$ cat src/rtl/lane_multiplexer.sv
// Selects one WIDTH-bit word out of a packed bus. The output is either combinational or taken
// from one flop. Selects that name a word past the last input give zero.
module lane_multiplexer #(
  parameter int WIDTH           = 32,
  parameter int NUM_INPUTS      = 2,
  parameter int ASCENDING_INDEX = 0,
  parameter int REGISTER_OUTPUT = 0,
  parameter int SEL_WIDTH       = (NUM_INPUTS > 1) ? $clog2(NUM_INPUTS) : 1
) (
  input  logic                        clk,
  input  logic                        reset,
  input  logic [WIDTH*NUM_INPUTS-1:0] in,
  input  logic [SEL_WIDTH-1:0]        select,
  output logic [WIDTH-1:0]            out
);

  // The word table is padded with zeros up to the full select range. Out-of-range selects then
  // land on a zero entry, and the mux stays a plain index with no range compare.
  localparam int DEPTH = (NUM_INPUTS == 1) ? 1 : (1 << SEL_WIDTH);

  logic [WIDTH-1:0] words [DEPTH];
  logic [WIDTH-1:0] sel_val;

  genvar i;
  for (i = 0; i < DEPTH; i++) begin : g_word
    if (i >= NUM_INPUTS) begin : g_pad
      assign words[i] = '0;
    end else if (ASCENDING_INDEX != 0) begin : g_asc
      assign words[i] = in[(NUM_INPUTS-1-i)*WIDTH +: WIDTH];
    end else begin : g_dsc
      assign words[i] = in[i*WIDTH +: WIDTH];
    end
  end

  if (NUM_INPUTS == 1) begin : g_single
    logic unused_select;
    assign unused_select = &{1'b0, select};
    assign sel_val       = words[0];
  end else begin : g_index
    assign sel_val = words[select];
  end

  if (REGISTER_OUTPUT != 0) begin : g_reg
    logic [WIDTH-1:0] out_q;
    always_ff @(posedge clk or posedge reset) begin
      if (reset) begin
        out_q <= '0;
      end else begin
        out_q <= sel_val;
      end
    end
    assign out = out_q;
  end else begin : g_comb
    logic unused_clk_reset;
    assign unused_clk_reset = &{1'b0, clk, reset};
    assign out              = sel_val;
  end

endmodule

$ cat config.mk
export PLATFORM = sky130hd
export DESIGN_NAME = lane_multiplexer
export DESIGN_NICKNAME = d
export VERILOG_FILES = /design/src/rtl/lane_multiplexer.sv
export SDC_FILE = /design/constraint.sdc
export NUM_CORES = 1
export LEC_CHECK = 0
export ABC_AREA = 0
export CAP_MARGIN = 5
export CORE_MARGIN = 3
export CORE_UTILIZATION = 23
export DETAILED_ROUTE_END_ITERATION = 6
export GPL_TIMING_DRIVEN = 0
export PLACE_DENSITY = 0.95
export SLEW_MARGIN = 25
export SYNTH_ARGS = -nofsm -noshare
export SYNTH_HDL_FRONTEND = slang
export SYNTH_SLANG_ARGS = --single-unit
$ cat constraint.sdc
create_clock -name vclk -period 3.7
set_clock_uncertainty 0.15 [all_clocks]
set_input_delay 1.11 -clock vclk [all_inputs]
set_output_delay 1.11 -clock vclk [all_outputs]
set_load 0.005 [all_outputs]
* Yosys cells after proc, flatten, opt, wreduce, memory -nomap -nowiden
Cells that the tools add are included.
** Storage, ports and cells
- Input port bits :: 67
- Bits in registers :: 0
- Output and inout port bits :: 32
- Logic and storage cells :: 5
** Operators by class
- Mux-type cells :: 3
- Bitwise gates (word level) :: 1
- Magnitude comparators :: 1
** Operators by type and width (number)
- 32-bit two-way mux :: 3
- 2-bit >= comparator, second input constant :: 1
- 1-bit inverter with 2-bit output :: 1

* Longest topological paths before layout
- Depth in word-level cells :: 4
- Gate-level depth with buffers :: 3
- Mapped depth without buffers :: 1

* Worst setup path before layout
Ideal clock, no wire load.
- Path kind :: input -> output
- From :: in select
- To :: out out[0]
- Arrival time :: 1.664 ns
- Buffers on the path :: 2
- Stages :: 3
- Required time :: 2.440 ns
- Path slack :: 0.776 ns
- Cells stage by stage :: buf_6 buf_12 mux2_4
** On the way
- Word-level cells in the longest chain between the ends :: 4
** Ends and longest elaborated chain
- start, declared :: RTL line 13 : input logic [SEL_WIDTH-1:0] select,
- 1-bit inverter with 2-bit output (not written as such) :: RTL line 40 : assign sel_val = words[select];
- 32-bit two-way mux (not written as such) (3 in a row) :: RTL line 40
- end, declared :: RTL line 14 : output logic [WIDTH-1:0] out
No other way between the ends. The select of a mux whose other input is x is not followed.

* Final worst setup path
- From :: in in[12]
- To :: out out[12]
** On the way
- Word-level cells in the longest chain between the ends :: 3
** Ends and longest elaborated chain
- start, declared :: RTL line 12 : input logic [WIDTH*NUM_INPUTS-1:0] in,
- 32-bit two-way mux (not written as such) (3 in a row) :: RTL line 40
No other way between the ends. The select of a mux whose other input is x is not followed.

==> metrics.md <==
| Metric | Value |
|---|---|
| Status | completed |
| Layout cells sized above 1 | 0.273 |
| WP data required | 2.44 ns |
| Die area | 2990 sq um |
| Seq/Total Area, Yosys | 0 |
| Post-route ant nets | 0 |
| Final Cycle Share | 0.945 |
| FMAX | 0.286 GHz |
| Synthesized instance count | 36 |
| Max-Slew Margin vs Limit | 0.932 |
| 1st-iter DRT viols | 1 |
| Setup WS post-layout | 0.204 ns |
| Post-Syn Area | 544 sq um |
| Critical-path cell list | clkdlybuf4s50_1 > mux2_4 > clkdlybuf4s50_1 |
| Post-DP HPWL | 1.99 mm |
| Final Setup Violations | 0 |
| Count leader, synth | mux2_4 |
| Drt total wl | 2.15 mm |
| CP most frequent cell | clkdlybuf4s50_1 |
| CORE AREA | 2100 sq um |
| Seq Cell Count | 0 |
| Lkg Pwr | 0.000664 uW |
| Ranking of synthesized cells by area | mux2_4 (83%), buf_12 (11%), mux2_2 (4.1%) |
| Initial DRT Pass Iterations | 2 |
| Final hold vios | 0 |
| Layout Utilization | 0.732 |
| Cell variety after synth | 4 |
| Initial antenna violation count | 0 |
| Wire per inst | 13.5 um |
| Via density per instance | 4.31 |
| Final slew viol count | 0 |
| Setup TNS | 0 ns |
| Yosys warning count | 0 |
| Critical path endpoint category | output pin |
| # Post-CTS Setup Buffers | 0 |
| Grt ovf | 0 |
| Storage element area | 0 sq um |
| Syn_nets | 103 |
| First-pass GRT wire length | 2.93 mm |
| CP max stage delay | 0.46 ns |
| Critical Path Source Type | input port |
| Vias in the first global route | 688 |
| Layout area overhead | 183% |
| Most common library cells after synthesis | mux2_4 (30), buf_12 (3), mux2_2 (2) |
| DRC Markers | 0 |
| Fin nets | 201 |
| Critical Path AT | 2.24 ns |
| Post-route minimum period | 3.50 ns |
| Post-CTS sizing | 0 |
| Area leader, netlist | mux2_4 |
| Final RePlAce weighted congestion | 0.580 |
| Initial core utilization | 0.259 |
| Post-CTS Hold Fix Bufs | 0 |
| Setup CP Type | input port to output pin |
| Via count | 686 |
| Hold WC Path Type | input port to output pin |
| GRT Overall Usage | 0.128 |
| Die H | 54.6 um |
| MaxCap Viol Count | 0 |
| Share of the synthesized area in the top cell type | 0.828 |
| Syn Area/Cell | 15.1 sq um |
| Pin count of the biggest net entering global routing | 11 |
| # port buffers | 96 |
| CP max stage cell | clkdlybuf4s50_1 |
| Maximum vdd drop | 69.6 uV |
| Fillers | 153 |
| Rows | 16 |
| Num ports | 99 |
| CP max FO | 1 |
| Total design power | 190 uW |
| Worst Tran Pin Value | 0.101 ns |
| Clock buffers | 0 |
| DP Worst Slack | 0.196 ns |
| Cell area power density | 123 nW/um^2 |
| Unrepaired setup endpoints after global routing | no |
| Die X | 54.6 um |
| N_diodes | 0 |
==> report_power, final <==
part	total [uW]	internal [uW]	switching, uW	leakage (uW)
logic	190	149	40.8	0.000664
clock network	0	0	0	0
registers	0	0	0	0
total	190	149	40.8	0.000664
==> stage by stage <==
stage / instance area (sq um) / hold slack [ns] / std cells
2_1_floorplan: 544 / 2.19 / 36
3_3_place_gp: 1540 / 2.84 / 159
3_5_place_dp: 1540 / 2.83 / 159
4_1_cts: 1540 / 2.84 / 159
5_1_grt: 1540 / 2.85 / 159
6_report: 1540 / 2.83 / 159
==> placed cells by master, fill, tap and decap left out <==
cell type and instances:
mux2_4 30, clkdlybuf4s50_1 96, buf_6 1, mux2_2 2
buf_12 3
==> cell families after synthesis <==
logic type             share of synthesized area
buffers and inverters                      0.131
multiplexers                               0.869
==> worst paths after layout <==
| kind | from | end | slack (ns) | cells after the start |
|---|---|---|---|---|
| max | in[12] | out[12] | 0.20 | 3 |
| min | select | out[31] | 2.83 | 3 |
==> cell type report <==
type | count | area (sq um) | area share
multi-input combinational | 32 | 473 | 0.307
buffer | 4 | 71.3 | 0.0463
timing repair buffer | 96 | 961 | 0.624
tap | 27 | 33.8 | 0.0220
==> worst max-delay path, delay by kind of cell <==
family / cells / cell delay, ns
muxes: 1 / 0.27
buffers and inverters: 2 / 0.86
==> routing by layer <==
| layer | track usage | up-vias | wire (um) |
|---|---|---|---|
| met5 | 0 | - | 0 |
| met4 | 0 | 0 | 0 |
| met3 | 0.0354 | 0 | 361 |
| met2 | 0.258 | 52 | 1150 |
| met1 | 0.135 | 306 | 644 |
| li1 | - | 328 | - |
Note: power is estimated with default switching activity, not from simulation.
